`src/rtl/cpu_pkg.sv`:
```
// Shared CPU-wide types and constants used by the fetch stage and the decoder.
package cpu_pkg;

    localparam int XLEN = 32;

    typedef logic [XLEN-1:0] inst_t;
    typedef logic [XLEN-1:0] addr_t;

    // addi x0,x0,0 -- the canonical bubble presented to decode
    localparam inst_t NOP_ENC = 32'h0000_0013;

    typedef enum logic [1:0] {
        REQ  = 2'd0,
        WAIT = 2'd1,
        HOLD = 2'd2,
        KILL = 2'd3
    } fetch_state_e;

    function automatic addr_t align_word(input addr_t addr);
        return addr & 32'hFFFF_FFFC;
    endfunction

endpackage

```
`src/rtl/if_fetch_stage_if_id_reg.sv`:
```
// IF/ID pipeline register: flush beats stall, stall freezes, otherwise load or bubble.
module if_id_reg
    import cpu_pkg::*;
#(
    parameter inst_t NOP_INST = NOP_ENC
) (
    input  logic  clk,
    input  logic  rst,
    input  logic  flush,
    input  logic  stall,
    input  logic  load,
    input  addr_t load_pc,
    input  inst_t load_inst,
    output logic  id_valid,
    output addr_t id_pc,
    output inst_t id_inst
);

    logic  valid_r;
    addr_t pc_r;
    inst_t inst_r;

    // Pipeline register update; a bubble keeps the last PC so ID sees a stable value
    always_ff @(posedge clk or posedge rst) begin
        if (rst) begin
            valid_r <= 1'b0;
            pc_r    <= 32'h0000_0000;
            inst_r  <= NOP_INST;
        end else if (flush) begin
            valid_r <= 1'b0;
            inst_r  <= NOP_INST;
        end else if (!stall) begin
            if (load) begin
                valid_r <= 1'b1;
                pc_r    <= load_pc;
                inst_r  <= load_inst;
            end else begin
                valid_r <= 1'b0;
                inst_r  <= NOP_INST;
            end
        end
    end

    assign id_valid = valid_r;
    assign id_pc    = pc_r;
    assign id_inst  = inst_r;

endmodule

```
`src/rtl/if_fetch_stage.sv`:
```
// Instruction fetch: owns the PC, keeps one request in flight, and feeds the IF/ID register.
module if_fetch_stage
    import cpu_pkg::*;
#(
    parameter addr_t RESET_PC = 32'h0000_0000,
    parameter inst_t NOP_INST = NOP_ENC
) (
    input  logic        clk,
    input  logic        rst,
    input  logic        stall_i,
    input  logic        redirect_i,
    input  logic [31:0] redirect_pc_i,
    output logic        imem_req_valid_o,
    output logic [31:0] imem_req_addr_o,
    input  logic        imem_req_ready_i,
    input  logic        imem_resp_valid_i,
    input  logic [31:0] imem_resp_data_i,
    output logic        id_valid_o,
    output logic [31:0] id_pc_o,
    output logic [31:0] id_inst_o
);

    fetch_state_e state_r;
    addr_t        pc_r;
    addr_t        req_pc_r;
    inst_t        hold_inst_r;

    logic         req_valid_s;
    logic         req_fire_s;
    logic         load_s;
    inst_t        load_inst_s;

    // Request is only offered when nothing else is outstanding (or the reply is retiring now)
    always_comb begin
        req_valid_s = 1'b0;
        case (state_r)
            REQ:     req_valid_s = !redirect_i;
            WAIT:    req_valid_s = imem_resp_valid_i && !stall_i && !redirect_i;
            default: req_valid_s = 1'b0;
        endcase
    end

    assign imem_req_valid_o = req_valid_s && !rst;
    assign imem_req_addr_o  = pc_r;
    assign req_fire_s       = req_valid_s && imem_req_ready_i;

    // Select what, if anything, enters IF/ID this cycle
    always_comb begin
        load_s      = 1'b0;
        load_inst_s = hold_inst_r;
        if (state_r == WAIT && imem_resp_valid_i && !stall_i) begin
            load_s      = 1'b1;
            load_inst_s = imem_resp_data_i;
        end else if (state_r == HOLD && !stall_i) begin
            load_s      = 1'b1;
            load_inst_s = hold_inst_r;
        end else begin
            load_s      = 1'b0;
        end
    end

    // Fetch FSM, PC and hold buffer; redirect overrides everything else
    always_ff @(posedge clk or posedge rst) begin
        if (rst) begin
            state_r     <= REQ;
            pc_r        <= RESET_PC;
            req_pc_r    <= RESET_PC;
            hold_inst_r <= NOP_INST;
        end else if (redirect_i) begin
            pc_r        <= align_word(redirect_pc_i);
            hold_inst_r <= NOP_INST;
            case (state_r)
                WAIT:    state_r <= imem_resp_valid_i ? REQ : KILL;
                KILL:    state_r <= imem_resp_valid_i ? REQ : KILL;
                default: state_r <= REQ;
            endcase
        end else begin
            case (state_r)
                REQ: begin
                    if (req_fire_s) begin
                        req_pc_r <= pc_r;
                        pc_r     <= pc_r + 32'd4;
                        state_r  <= WAIT;
                    end
                end
                WAIT: begin
                    if (imem_resp_valid_i) begin
                        if (stall_i) begin
                            hold_inst_r <= imem_resp_data_i;
                            state_r     <= HOLD;
                        end else if (req_fire_s) begin
                            req_pc_r <= pc_r;
                            pc_r     <= pc_r + 32'd4;
                            state_r  <= WAIT;
                        end else begin
                            state_r <= REQ;
                        end
                    end
                end
                HOLD: begin
                    if (!stall_i) begin
                        state_r <= REQ;
                    end
                end
                KILL: begin
                    if (imem_resp_valid_i) begin
                        state_r <= REQ;
                    end
                end
                default: state_r <= REQ;
            endcase
        end
    end

    if_id_reg #(
        .NOP_INST (NOP_INST)
    ) u_if_id_reg (
        .clk       (clk),
        .rst       (rst),
        .flush     (redirect_i),
        .stall     (stall_i),
        .load      (load_s),
        .load_pc   (req_pc_r),
        .load_inst (load_inst_s),
        .id_valid  (id_valid_o),
        .id_pc     (id_pc_o),
        .id_inst   (id_inst_o)
    );

endmodule

```
`config.mk`:
```
export PLATFORM = sky130hd
export DESIGN_NAME = if_fetch_stage
export DESIGN_NICKNAME = d
export VERILOG_FILES = /design/src/rtl/cpu_pkg.sv /design/src/rtl/if_fetch_stage_if_id_reg.sv /design/src/rtl/if_fetch_stage.sv
export SDC_FILE = /design/constraint.sdc
export NUM_CORES = 1
export LEC_CHECK = 0
export CORE_AREA = 2 2 105 158
export DETAILED_ROUTE_END_ITERATION = 16
export DIE_AREA = 0 0 107 160
export GPL_TIMING_DRIVEN = 0
export PLACE_DENSITY = 0.76
export SETUP_SLACK_MARGIN = 0.1
export SLEW_MARGIN = 20
export SYNTH_ARGS = -nofsm -noshare
export SYNTH_HDL_FRONTEND = slang
export SYNTH_SLANG_ARGS = --single-unit
```
`constraint.sdc`:
```
create_clock -name clk -period 6.2 [get_ports clk]
set_input_delay 1.24 -clock clk [delete_from_list [all_inputs] [get_ports clk]]
set_output_delay 1.24 -clock clk [all_outputs]
set_load 0.01 [all_outputs]
```
==> results.py <==
metrics = {
    "detailed_routing": {
        "avgViaCountPerCell": 5.40,
        "drtAntennaViolNets": 0,
        "vias": 5828,
        "wirelength_mm": 18.8,
        "first_pass_iters": 5,
        "drt-initial-drc-count": 280,
        "drc": 0,
        "wire_per_inst_um": 17.4,
    },
    "sta": {
        "fmax_mhz": 223,
        "slew_violations": 0,
        "fin_skew_ps": 12.3,
        "setup_viol": 0,
        "worst_slew_pin_slew_ps": 731,
        "slew_headroom_pct": 51.3,
        "finalHoldViolCount": 0,
        "fin_crit_sh_pct": 72.4,
        "rsz0062_at_grt": "no",
        "fin_crit_ps": 4490,
    },
    "synthesis": {
        "synth_area_um2": 6940,
        "synth_compound_area_share_pct": 14.5,
        "postSynthCellCount": 677,
        "synthArstFlopShare_pct": 100,
        "synth.yosys.seq_area_share_pct": 56.7,
        "synth_flop_cell": "dfrtp_1",
        "yosys.area_share.adder_pct": 0.180,
        "synth_seq_cells": 157,
        "synth_top_family_by_area": "simple AND/OR/NAND/NOR gates",
        "yosysTopAreaCell": "dfrtp_1",
        "avgSynthCellArea_um2": 10.3,
        "synthTopCellsByArea": "dfrtp_1 54%, nand2_1 8.4%, o21ai_0 6.3%",
        "synth_mux_area_share_pct": 5.98,
        "synth_xor_area_share_pct": 1.01,
        "yosys.area_share.simple_pct": 18.0,
        "ys.warnings.count": 0,
        "synth.distinct_cells": 53,
        "synth-edff-count": 0,
        "yosysTopAreaCellShare_pct": 54.4,
    },
    "grt": {
        "use_met3_pct": 5.39,
        "first_global_vias": 5895,
        "top_usage_layer": "met2",
        "antenna_found_initial": 0,
        "grt_first_pass_wirelength_mm": 30.2,
        "track_usage_pct": 22.5,
        "use_met2_pct": 36.9,
        "grt_max_degree": 93,
        "grt_overflow": 0,
        "grt_util_met1_pct": 27.7,
    },
    "clocking": {
        "cts-root-buf": "clkbuf_16",
        "cts_resized": 0,
        "numCtsBuffers": 17,
        "cts-hold-fix-buffers": 0,
        "cts_max_level": 4,
        "postCtsSetupRepairBufs": 0,
        "cts_tree": "yes",
        "clock_sinks": 157,
        "worstSkewPairLatency_ps": 420,
        "clk_path_buf_depth": 2,
        "clk_pin_slew_ps": 60,
    },
    "cells_and_area": {
        "drive_above_1_share_pct": 11.0,
        "diodes": 0,
        "area_growth_pct": 36.8,
        "postLayoutCellArea_um2": 9500,
        "stdcell_count": 1079,
        "nets": 931,
    },
    "placement": {
        "dp_hpwl_mm": 13.2,
        "portBuffers": 160,
        "gp_congestion": 0.865,
        "dpl.cell_count": 1047,
        "place_area_um2": 8850,
    },
    "min_path": {
        "hold_start": "req_pc_r[13]$_DFFE_PP0P_",
        "whs_path_depth": 2,
        "hold_path.class": "reg -> reg",
    },
    "worst_setup_path": {
        "rr_worst_depth": 6,
        "crit_path_top_delay_cell": "clkdlybuf4s50_1",
        "path_class": "in -> out",
        "cpMostUsedCell": "clkdlybuf4s50_1",
        "cp-start-kind": "input pin",
        "reg2reg_from": "imem_req_addr_o[3]$_DFFE_PP0P_",
        "cp_data_required_time_ps": 4960,
        "max_stage_delay_ps": 660,
        "worstSetupEndpointType": "output pin",
        "path_cells": "clkdlybuf4s50_1, clkbuf_1, a2111oi_0, clkdlybuf4s50_1",
        "arrival_ps": 3250,
        "critPathMaxFanout": 10,
        "startpoint": "redirect_i",
    },
    "power": {
        "p_leak_nw": 4.12,
        "pwr_density_cell_nw_per_um2": 335,
        "ir_drop_mv": 0.178,
    },
    "flow_run": {
        "drv_cap": 0,
    },
    "die": {
        "die-height_um": 160,
        "dieWidth_um": 107,
        "die_area_um2": 17100,
        "core_um2": 15900,
        "initial_core_util_pct": 43.6,
        "top_level_ports": 168,
        "rows": 57,
    },
    "outcome": {
        "status": "completed",
    },
}
cells by family (layout without fill, tap and decap cells):
| logic type | Yosys count | count (layout) |
|---|---|---|
| AO/OA/AOI/OAI | 158 | 158 |
| XOR/XNOR | 8 | 8 |
| adder cells (fa/ha/maj) | 1 | 1 |
| buffers and inverters | 55 | 248 |
| flip-flops | 157 | 157 |
| multiplexers | 34 | 34 |
| other | 1 | 4 |
| AND/OR/NAND/NOR | 263 | 263 |
state kept, by name, indices dropped and copies added, names as in the netlist:
signal and cells:
imem_req_addr_o 30, u_if_id_reg.id_valid 1, u_if_id_reg.id_inst 32, state_r 2, u_if_id_reg.id_pc 30, hold_inst_r 32
req_pc_r 30
cell usage in the layout, fill, tap and decap left out, types with 5 or more instances in the layout:
cell type / n
xor2_1: 7
mux2_2: 17
a21oi_1: 9
nand3_1: 17
nand2_1: 156
clkbuf_1: 29
inv_1: 6
buf_2: 11
nor2_1: 22
clkdlybuf4s50_1: 160
nor3_1: 5
o21ai_0: 87
mux2_4: 10
a22o_1: 29
buf_4: 6
dfrtp_1: 151
bufinv_16: 5
clkbuf_16: 17
a22oi_1: 6
or3_1: 31
dfstp_2: 6
nand4_1: 9
o311ai_0: 6
o211ai_1: 7
layout make-up:
cell class                      instances  area [um^2]
Buffer                                 48          224
Clock buffer                           19          433
Clock inverter                         13          215
Fill cell                            1376         6410
Inverter                                7         33.8
Multi-Input combinational cell        468         2770
Sequential cell                       157         3940
Tap cell                              206          258
Timing Repair Buffer                  161         1630
where the power goes:
group          total, mW  leakage [nW]  switching (mW)  internal, mW
sequential          1.34          2.03           0.129          1.21
clock               1.15         0.301           0.432         0.720
combinational      0.697          1.78           0.301         0.396
total               3.18          4.12           0.861          2.32
through the flow:
step	hold slack, ps	setup WS, ps	TNS (ps)	total power, mW	util (%)
floorplan	440	735	0	1.65	-
global placement	454	-1460	-219440	2.04	55.4
detailed placement	459	1800	0	2.05	55.6
CTS	477	1790	0	3.21	59.7
global route	487	1670	0	3.32	59.7
finish	472	1710	0	3.18	59.7
worst max-delay path, delay by kind of cell:
kind	cells	cell delay, ps
AOI/OAI and AO/OA	1	480
buffers and inverters	3	1520
synthesized netlist by cell type, types with 4 or more instances:
library cell  number
nand2_1          156
clkbuf_1          27
xor2_1             7
mux2i_1            4
a22oi_1            6
a22o_1            29
or4_1              4
o311ai_0           6
buf_2             11
dfstp_2            6
buf_4              6
dfrtp_1          151
o21ai_0           87
or3_1             31
nand4_1            9
nor2_1            22
nor3_1             5
nand3_1           17
mux2_2            17
o211ai_1           7
a21oi_1            9
inv_1              7
mux2_4            10
final timing paths:
kind                       slack, ps                         endpoint
max                             1710                 imem_req_valid_o
min                              470         req_pc_r[13]$_DFFE_PP0P_
max reg2reg                     3830  imem_req_addr_o[28]$_DFFE_PP0P_
min reg2reg                      470         req_pc_r[13]$_DFFE_PP0P_
max in group asynchronous       4120         req_pc_r[25]$_DFFE_PP0P_
min in group asynchronous       1280      hold_inst_r[14]$_DFFE_PP0P_
per-layer routing:
layer	routed length [um]	part of all wire, %	vias to the layer above
met1	7670	41	2816
met4	724	3.9	0
met5	0	0	-
met2	9290	49	220
li1	-	-	2743
met3	1120	6.0	49
(Power assumes the default switching activity.)
